--- config.mk ---
export PLATFORM = sky130hd
export DESIGN_NAME = telemetry_rx
export DESIGN_NICKNAME = d
export VERILOG_FILES = /design/src/rtl/telemetry_pkg.sv /design/src/rtl/rx_timeout_tmr.sv /design/src/rtl/telemetry_rx.sv
export SDC_FILE = /design/constraint.sdc
export NUM_CORES = 1
export LEC_CHECK = 0
export ABC_AREA = 1
export CAP_MARGIN = 20
export CORE_MARGIN = 3
export CORE_UTILIZATION = 50
export CTS_CLUSTER_DIAMETER = 200
export DETAILED_ROUTE_END_ITERATION = 6
export PLACE_DENSITY = 0.88
export REMOVE_ABC_BUFFERS = 1
export SLEW_MARGIN = 5
export SYNTH_ARGS = -nofsm -noshare
export SYNTH_HDL_FRONTEND = slang
export SYNTH_HIERARCHICAL = 1
export SYNTH_SLANG_ARGS = --single-unit
export TNS_END_PERCENT = 5
--- constraint.sdc ---
create_clock -name clk -period 2.15 [get_ports clk]
set_input_delay 0.215 -clock clk [delete_from_list [all_inputs] [get_ports clk]]
set_output_delay 0.215 -clock clk [all_outputs]
set_load 0.01 [all_outputs]
--- src/rtl/telemetry_pkg.sv ---
// Shared definitions for the bike telemetry link (transmitter and receiver).
package telemetry_pkg;

  localparam logic [7:0]  PKT_HDR0 = 8'hAA;
  localparam logic [7:0]  PKT_HDR1 = 8'h55;
  localparam int unsigned PKT_LEN  = 8;

  // Position of each byte within the packet, header included
  localparam int unsigned BYTE_BATT_HI = 2;
  localparam int unsigned BYTE_BATT_LO = 3;
  localparam int unsigned BYTE_CURR_HI = 4;
  localparam int unsigned BYTE_CURR_LO = 5;
  localparam int unsigned BYTE_TORQ_HI = 6;
  localparam int unsigned BYTE_TORQ_LO = 7;
  localparam int unsigned DATA_BASE    = BYTE_BATT_HI;

  // Payload index as tracked by the receiver (0 = first byte after the header)
  localparam logic [2:0] IDX_BATT_HI = 3'(BYTE_BATT_HI - DATA_BASE);
  localparam logic [2:0] IDX_BATT_LO = 3'(BYTE_BATT_LO - DATA_BASE);
  localparam logic [2:0] IDX_CURR_HI = 3'(BYTE_CURR_HI - DATA_BASE);
  localparam logic [2:0] IDX_CURR_LO = 3'(BYTE_CURR_LO - DATA_BASE);
  localparam logic [2:0] IDX_TORQ_HI = 3'(BYTE_TORQ_HI - DATA_BASE);
  localparam logic [2:0] IDX_TORQ_LO = 3'(BYTE_TORQ_LO - DATA_BASE);

  typedef enum logic [1:0] {
    StHunt0,
    StHunt1,
    StData
  } rx_state_e;

endpackage

--- src/rtl/rx_timeout_tmr.sv ---
// Inter-byte idle timer: counts idle cycles while enabled, pulses expired once the
// count reaches TIMEOUT_CYC-1, then restarts from zero. clr takes priority.
module rx_timeout_tmr #(
  parameter int unsigned TIMEOUT_CYC = 131072
) (
  input  logic clk,
  input  logic rst_n,
  input  logic clr,
  input  logic en,
  output logic expired
);

  localparam int unsigned   CW   = (TIMEOUT_CYC > 2) ? $clog2(TIMEOUT_CYC) : 1;
  localparam logic [CW-1:0] LAST = CW'(TIMEOUT_CYC - 1);

  logic [CW-1:0] cnt_q, cnt_d;

  // Next count and expiry pulse
  always_comb begin
    cnt_d   = cnt_q;
    expired = 1'b0;
    if (clr) begin
      cnt_d = '0;
    end else if (en) begin
      if (cnt_q == LAST) begin
        expired = 1'b1;
        cnt_d   = '0;
      end else begin
        cnt_d = cnt_q + 1'b1;
      end
    end
  end

  // Count register
  always_ff @(posedge clk or negedge rst_n) begin
    if (!rst_n) cnt_q <= '0;
    else        cnt_q <= cnt_d;
  end

endmodule

--- src/rtl/telemetry_rx.sv ---
// Telemetry packet receiver: hunts for the AA 55 header, reassembles the three
// 12-bit fields and publishes them atomically with a pkt_vld pulse.
module telemetry_rx #(
  parameter int unsigned TIMEOUT_CYC = 131072,
  parameter int unsigned ERR_W       = 8
) (
  input  logic             clk,
  input  logic             rst_n,
  input  logic [7:0]       rx_data,
  input  logic             rx_rdy,
  output logic             clr_rdy,
  output logic [11:0]      batt_v,
  output logic [11:0]      avg_curr,
  output logic [11:0]      avg_torque,
  output logic             pkt_vld,
  output logic             pkt_err,
  output logic [ERR_W-1:0] err_cnt
);
  import telemetry_pkg::*;

  rx_state_e        state_q, state_d;
  logic [2:0]       idx_q, idx_d;
  logic             clr_rdy_q, pkt_vld_q, pkt_vld_d, pkt_err_q, pkt_err_d;
  logic [11:0]      sh_batt_q, sh_batt_d, sh_curr_q, sh_curr_d, sh_torq_q, sh_torq_d;
  logic [11:0]      batt_q, batt_d, curr_q, curr_d, torq_q, torq_d;
  logic [ERR_W-1:0] err_cnt_q, err_cnt_d;
  logic             consume, tmr_expired;

  // rx_rdy is still high in the ack cycle, so it must be masked there
  assign consume = rx_rdy && !clr_rdy_q;

  rx_timeout_tmr #(
    .TIMEOUT_CYC(TIMEOUT_CYC)
  ) u_tmr (
    .clk    (clk),
    .rst_n  (rst_n),
    .clr    (consume),
    .en     (state_q != StHunt0),
    .expired(tmr_expired)
  );

  // Header hunt, payload assembly and error detection
  always_comb begin
    state_d   = state_q;
    idx_d     = idx_q;
    sh_batt_d = sh_batt_q;
    sh_curr_d = sh_curr_q;
    sh_torq_d = sh_torq_q;
    batt_d    = batt_q;
    curr_d    = curr_q;
    torq_d    = torq_q;
    pkt_vld_d = 1'b0;
    pkt_err_d = 1'b0;
    if (consume) begin
      unique case (state_q)
        StHunt0: begin
          if (rx_data == PKT_HDR0) state_d = StHunt1;
        end
        StHunt1: begin
          if (rx_data == PKT_HDR1) begin
            state_d = StData;
            idx_d   = '0;
          end else if (rx_data != PKT_HDR0) begin
            state_d = StHunt0;
          end
        end
        StData: begin
          if (!idx_q[0]) begin
            if (rx_data[7:4] != 4'h0) begin
              pkt_err_d = 1'b1;
              sh_batt_d = '0;
              sh_curr_d = '0;
              sh_torq_d = '0;
              idx_d     = '0;
              state_d   = (rx_data == PKT_HDR0) ? StHunt1 : StHunt0;
            end else begin
              case (idx_q)
                IDX_BATT_HI: sh_batt_d[11:8] = rx_data[3:0];
                IDX_CURR_HI: sh_curr_d[11:8] = rx_data[3:0];
                IDX_TORQ_HI: sh_torq_d[11:8] = rx_data[3:0];
                default:     ;
              endcase
              idx_d = idx_q + 3'd1;
            end
          end else begin
            case (idx_q)
              IDX_BATT_LO: sh_batt_d[7:0] = rx_data;
              IDX_CURR_LO: sh_curr_d[7:0] = rx_data;
              IDX_TORQ_LO: sh_torq_d[7:0] = rx_data;
              default:     ;
            endcase
            idx_d = idx_q + 3'd1;
            if (idx_q == IDX_TORQ_LO) begin
              // Final byte bypasses the shadow so all fields publish together
              batt_d    = sh_batt_q;
              curr_d    = sh_curr_q;
              torq_d    = {sh_torq_q[11:8], rx_data};
              pkt_vld_d = 1'b1;
              idx_d     = '0;
              state_d   = StHunt0;
            end
          end
        end
        default: state_d = StHunt0;
      endcase
    end else if (tmr_expired) begin
      pkt_err_d = 1'b1;
      sh_batt_d = '0;
      sh_curr_d = '0;
      sh_torq_d = '0;
      idx_d     = '0;
      state_d   = StHunt0;
    end
  end

  // Saturating error counter, advances together with the pkt_err pulse
  always_comb begin
    err_cnt_d = err_cnt_q;
    if (pkt_err_d && (err_cnt_q != {ERR_W{1'b1}})) err_cnt_d = err_cnt_q + 1'b1;
  end

  // State and output registers
  always_ff @(posedge clk or negedge rst_n) begin
    if (!rst_n) begin
      state_q   <= StHunt0;
      idx_q     <= '0;
      clr_rdy_q <= 1'b0;
      pkt_vld_q <= 1'b0;
      pkt_err_q <= 1'b0;
      sh_batt_q <= '0;
      sh_curr_q <= '0;
      sh_torq_q <= '0;
      batt_q    <= '0;
      curr_q    <= '0;
      torq_q    <= '0;
      err_cnt_q <= '0;
    end else begin
      state_q   <= state_d;
      idx_q     <= idx_d;
      clr_rdy_q <= consume;
      pkt_vld_q <= pkt_vld_d;
      pkt_err_q <= pkt_err_d;
      sh_batt_q <= sh_batt_d;
      sh_curr_q <= sh_curr_d;
      sh_torq_q <= sh_torq_d;
      batt_q    <= batt_d;
      curr_q    <= curr_d;
      torq_q    <= torq_d;
      err_cnt_q <= err_cnt_d;
    end
  end

  assign clr_rdy    = clr_rdy_q;
  assign pkt_vld    = pkt_vld_q;
  assign pkt_err    = pkt_err_q;
  assign batt_v     = batt_q;
  assign avg_curr   = curr_q;
  assign avg_torque = torq_q;
  assign err_cnt    = err_cnt_q;

endmodule

==> run metrics, run 1 <==
Synth top cells by count nand2_1 (215), dfrtp_1 (97), nor2_1 (41); Worst Path Buf+Inv 4; Hold WC Path Type in -> async; post-placement cell count 730; Slowest-stage cell, CP dfrtp_1; num ports 58; Leak Pwr 2.80 nW; Reg2Reg Depth 13; Peak VDD IR 317 uV; H-tree level count 3; crit path time final 2.07 ns; yosys warns 6; number of buffers created by CTS 9; Post-synth EDFFs 0; Place WS -0.114 ns; largest net degree at the start of global routing 58; Via density 5.19; Sw Pwr 0.000929 W; CTS Buffer Depth 2; Detailed Place HPWL 7460 um; Sequential Power Share 0.559; Slew @ Worst Pin 0.725 ns; critical path capture point err_cnt[0]$_DFFE_PN0P_; worst path cell trace ha_2 > nand3_2 > inv_2 > nand2_2 > nor3_2 > ha_2 > inv_2 > nor3_2 > inv_1 > buf_4 > o22ai_4 > nand2_4 > xor2_1; CP startpoint u_tmr/cnt_q[0]$_DFFE_PN0P_; gr ovfl total 0; CP Launch Type flip-flop; Final Setup Violations 0; top cells by area, synth dfrtp_1 (53%), nand2_1 (18%), o21ai_2 (3.6%); pwr/cell area 579 nW/um2; DIE AREA 10400 um2; Logic pwr share 0.114; TritonCTS clock tree built; Starting Density 0.520; crit-path max cell delay 0.37 ns; root buffer cell clkbuf_8; Int Power 0.00244 W; clk_skew 0.0155 ns; post-route ant nets 0; kind of critical path reg -> reg; first-pass GRT wire length 17800 um; # clock sinks 97; average cell area after synthesis 8.42 um2; RR Endpoint err_cnt[0]$_DFFE_PN0P_; Syn Inst Count 546; Post-Route WL 10500 um; synthesized area 4600 um2; max-cap viol count 0; status complete, no violations; Pre-Repair DR Iteration Count 5; Row Count 34; Setup crit end kind flip-flop; switch share 0.275; sequential element share of the synthesized area 0.528; initial antenna violation count 0; PortBufs 57; Reg clk slew, reported paths 0.11 ns; Worst Path Max Fanout 11; most frequent cell after synthesis nand2_1; DRC 0; Most used DFF post-synth dfrtp_1; share of synthesized registers carrying an async set or reset 1.00; Global Route Usage Sum 0.218; flops & latches, synth 97; RSZ-0062 raised after global routing true; P&R area growth vs syn 26.7%; nets 660; cell family with most CP delay simple AND/OR/NAND/NOR gates; clock share of power 0.327; final cell count without fillers 754; CP arrival 2.33 ns; worst-skew pair later-pin latency 0.38 ns; Max Fclk 482 MHz; via count 3915; setup TNS 0 ns; Die Ht 102 um; Synth top area share 0.528; final hold violation count 0; DIE WIDTH 102 um; final slew viol count 0; worst reg2reg setup slack 0.08 ns; unique cell type count in the Yosys netlist 30; vias in the first global route 3906; R2R Path Start u_tmr/cnt_q[0]$_DFFE_PN0P_; area leader, netlist dfrtp_1; Max-slew headroom 0.516; layout cells sized above 1 0.193; Req. time, crit path 2.40 ns; DRT iter0 DRCs 168; antenna cells 0; Floorplan Core Area 8850 um2; Tcrit/Tclk final 0.964; fin util 0.659; Final WS setup 0.0767 ns; Worst path depth 13; Routed WL per cell 13.9 um; GPL Wtd Cong 0.865
-- repair_timing --
| item | CTS | global route |
|---|---|---|
| pin swaps | 6 | 4 |
| hold buffers | 1 | 0 |
| endpoints found under the hold margin | 40 | 0 |
| gates resized for setup | 19 | 11 |
| endpoints found under the setup margin | 29 | 45 |
| setup buffers | 4 | 2 |
| cloned | 1 | 0 |
-- layer usage --
metal,vias up,GRT usage,share of wire
met4,0,0.0868,0.023
met2,119,0.376,0.50
met5,-,0,0
met1,1861,0.262,0.42
li1,1910,-,-
met3,25,0.0539,0.053
-- how the worst min path moves through the flow --
stage / startpoint / endpoint / slack (ns) / cells after the start
floorplan: rst_n / avg_curr[0]$_DFFE_PN0P_ / -0.08 / 0
global placement: rst_n / batt_v[4]$_DFFE_PN0P_ / 0.21 / 1
detailed placement: rst_n / batt_v[4]$_DFFE_PN0P_ / 0.22 / 1
CTS: rst_n / batt_v[4]$_DFFE_PN0P_ / 0.35 / 2
global route: rst_n / batt_v[4]$_DFFE_PN0P_ / 0.38 / 2
finish: rst_n / batt_v[4]$_DFFE_PN0P_ / 0.34 / 2
-- power by group through the flow --
stage / Sequential (W) / Clock (W) / Combinational (W)
6_report: 0.00188 / 0.00110 / 0.000386
5_1_grt: 0.00189 / 0.00120 / 0.000428
4_1_cts: 0.00188 / 0.00113 / 0.000378
3_5_place_dp: 0.00192 / 0 / 0.000352
3_3_place_gp: 0.00192 / 0 / 0.000342
2_1_floorplan: 0.00192 / 0 / 0.000165
-- layout make-up --
| type | instances | area (um2) |
|---|---|---|
| Clock inverter | 6 | 52.6 |
| Sequential cell | 97 | 2430 |
| Fill cell | 696 | 3020 |
| Multi-Input combinational cell | 393 | 2000 |
| Clock buffer | 10 | 128 |
| Tap cell | 108 | 135 |
| Inverter | 46 | 175 |
| Timing Repair Buffer | 94 | 910 |
-- cells by family (layout without fill, tap and decap cells) --
| group | Yosys count | count (layout) | synth area share |
|---|---|---|---|
| and+or+nand+nor | 308 | 308 | 0.280 |
| buffers and inverters | 56 | 156 | 0.0550 |
| xor gates and xnor gates | 8 | 8 | 0.0152 |
| AOI/OAI and AO/OA | 69 | 69 | 0.101 |
| adders and majority gates | 8 | 8 | 0.0218 |
| DFF | 97 | 97 | 0.528 |
-- cells in the final DEF (no fill, tap or decap), types with 4 or more instances in the layout --
cell / netlist / layout
nor2_4: 4 / 6
nand3_1: 23 / 22
clkdlybuf4s50_1: 0 / 56
nand2_2: 10 / 23
nor2_1: 41 / 40
a21oi_1: 9 / 9
inv_1: 40 / 38
nand2_1: 215 / 200
dfrtp_1: 97 / 97
clkinvlp_4: 0 / 4
o21ai_2: 19 / 19
o21ai_1: 8 / 9
clkbuf_8: 0 / 9
ha_1: 8 / 6
xor2_1: 5 / 5
o21ai_0: 24 / 23
nor2_2: 6 / 5
nand4_1: 4 / 4
inv_2: 5 / 7
buf_4: 1 / 32
-- flip-flops by register name, summed over array words and instances, names as in the netlist --
name         cells
avg_torque      12
pkt_err          1
sh_batt_q       12
state_q          2
u_tmr/cnt_q     17
pkt_vld          1
batt_v          12
sh_curr_q       12
clr_rdy          1
err_cnt          8
idx_q            3
avg_curr        12
sh_torq_q        4
-- per-stage QoR --
stage | area [um2] | hold WS [ns] | power (W)
finish | 5830 | 0.339 | 0.00337
floorplan | 4520 | -0.0806 | 0.00209
global placement | 5480 | 0.208 | 0.00226
CTS | 5790 | 0.350 | 0.00339
detailed placement | 5480 | 0.223 | 0.00227
global route | 5830 | 0.379 | 0.00352
(Power assumes the default switching activity.)
==> run 2: changes to the inputs <==
--- a/config.mk
+++ b/config.mk
@@ -13,7 +13,7 @@
 export DETAILED_ROUTE_END_ITERATION = 6
 export PLACE_DENSITY = 0.88
 export REMOVE_ABC_BUFFERS = 1
-export SLEW_MARGIN = 5
+export SLEW_MARGIN = 20
 export SYNTH_ARGS = -nofsm -noshare
 export SYNTH_HDL_FRONTEND = slang
 export SYNTH_HIERARCHICAL = 1
==> results of run 2 <==
Same layout as run 1: the final DEF is identical, and so are final timing and power.
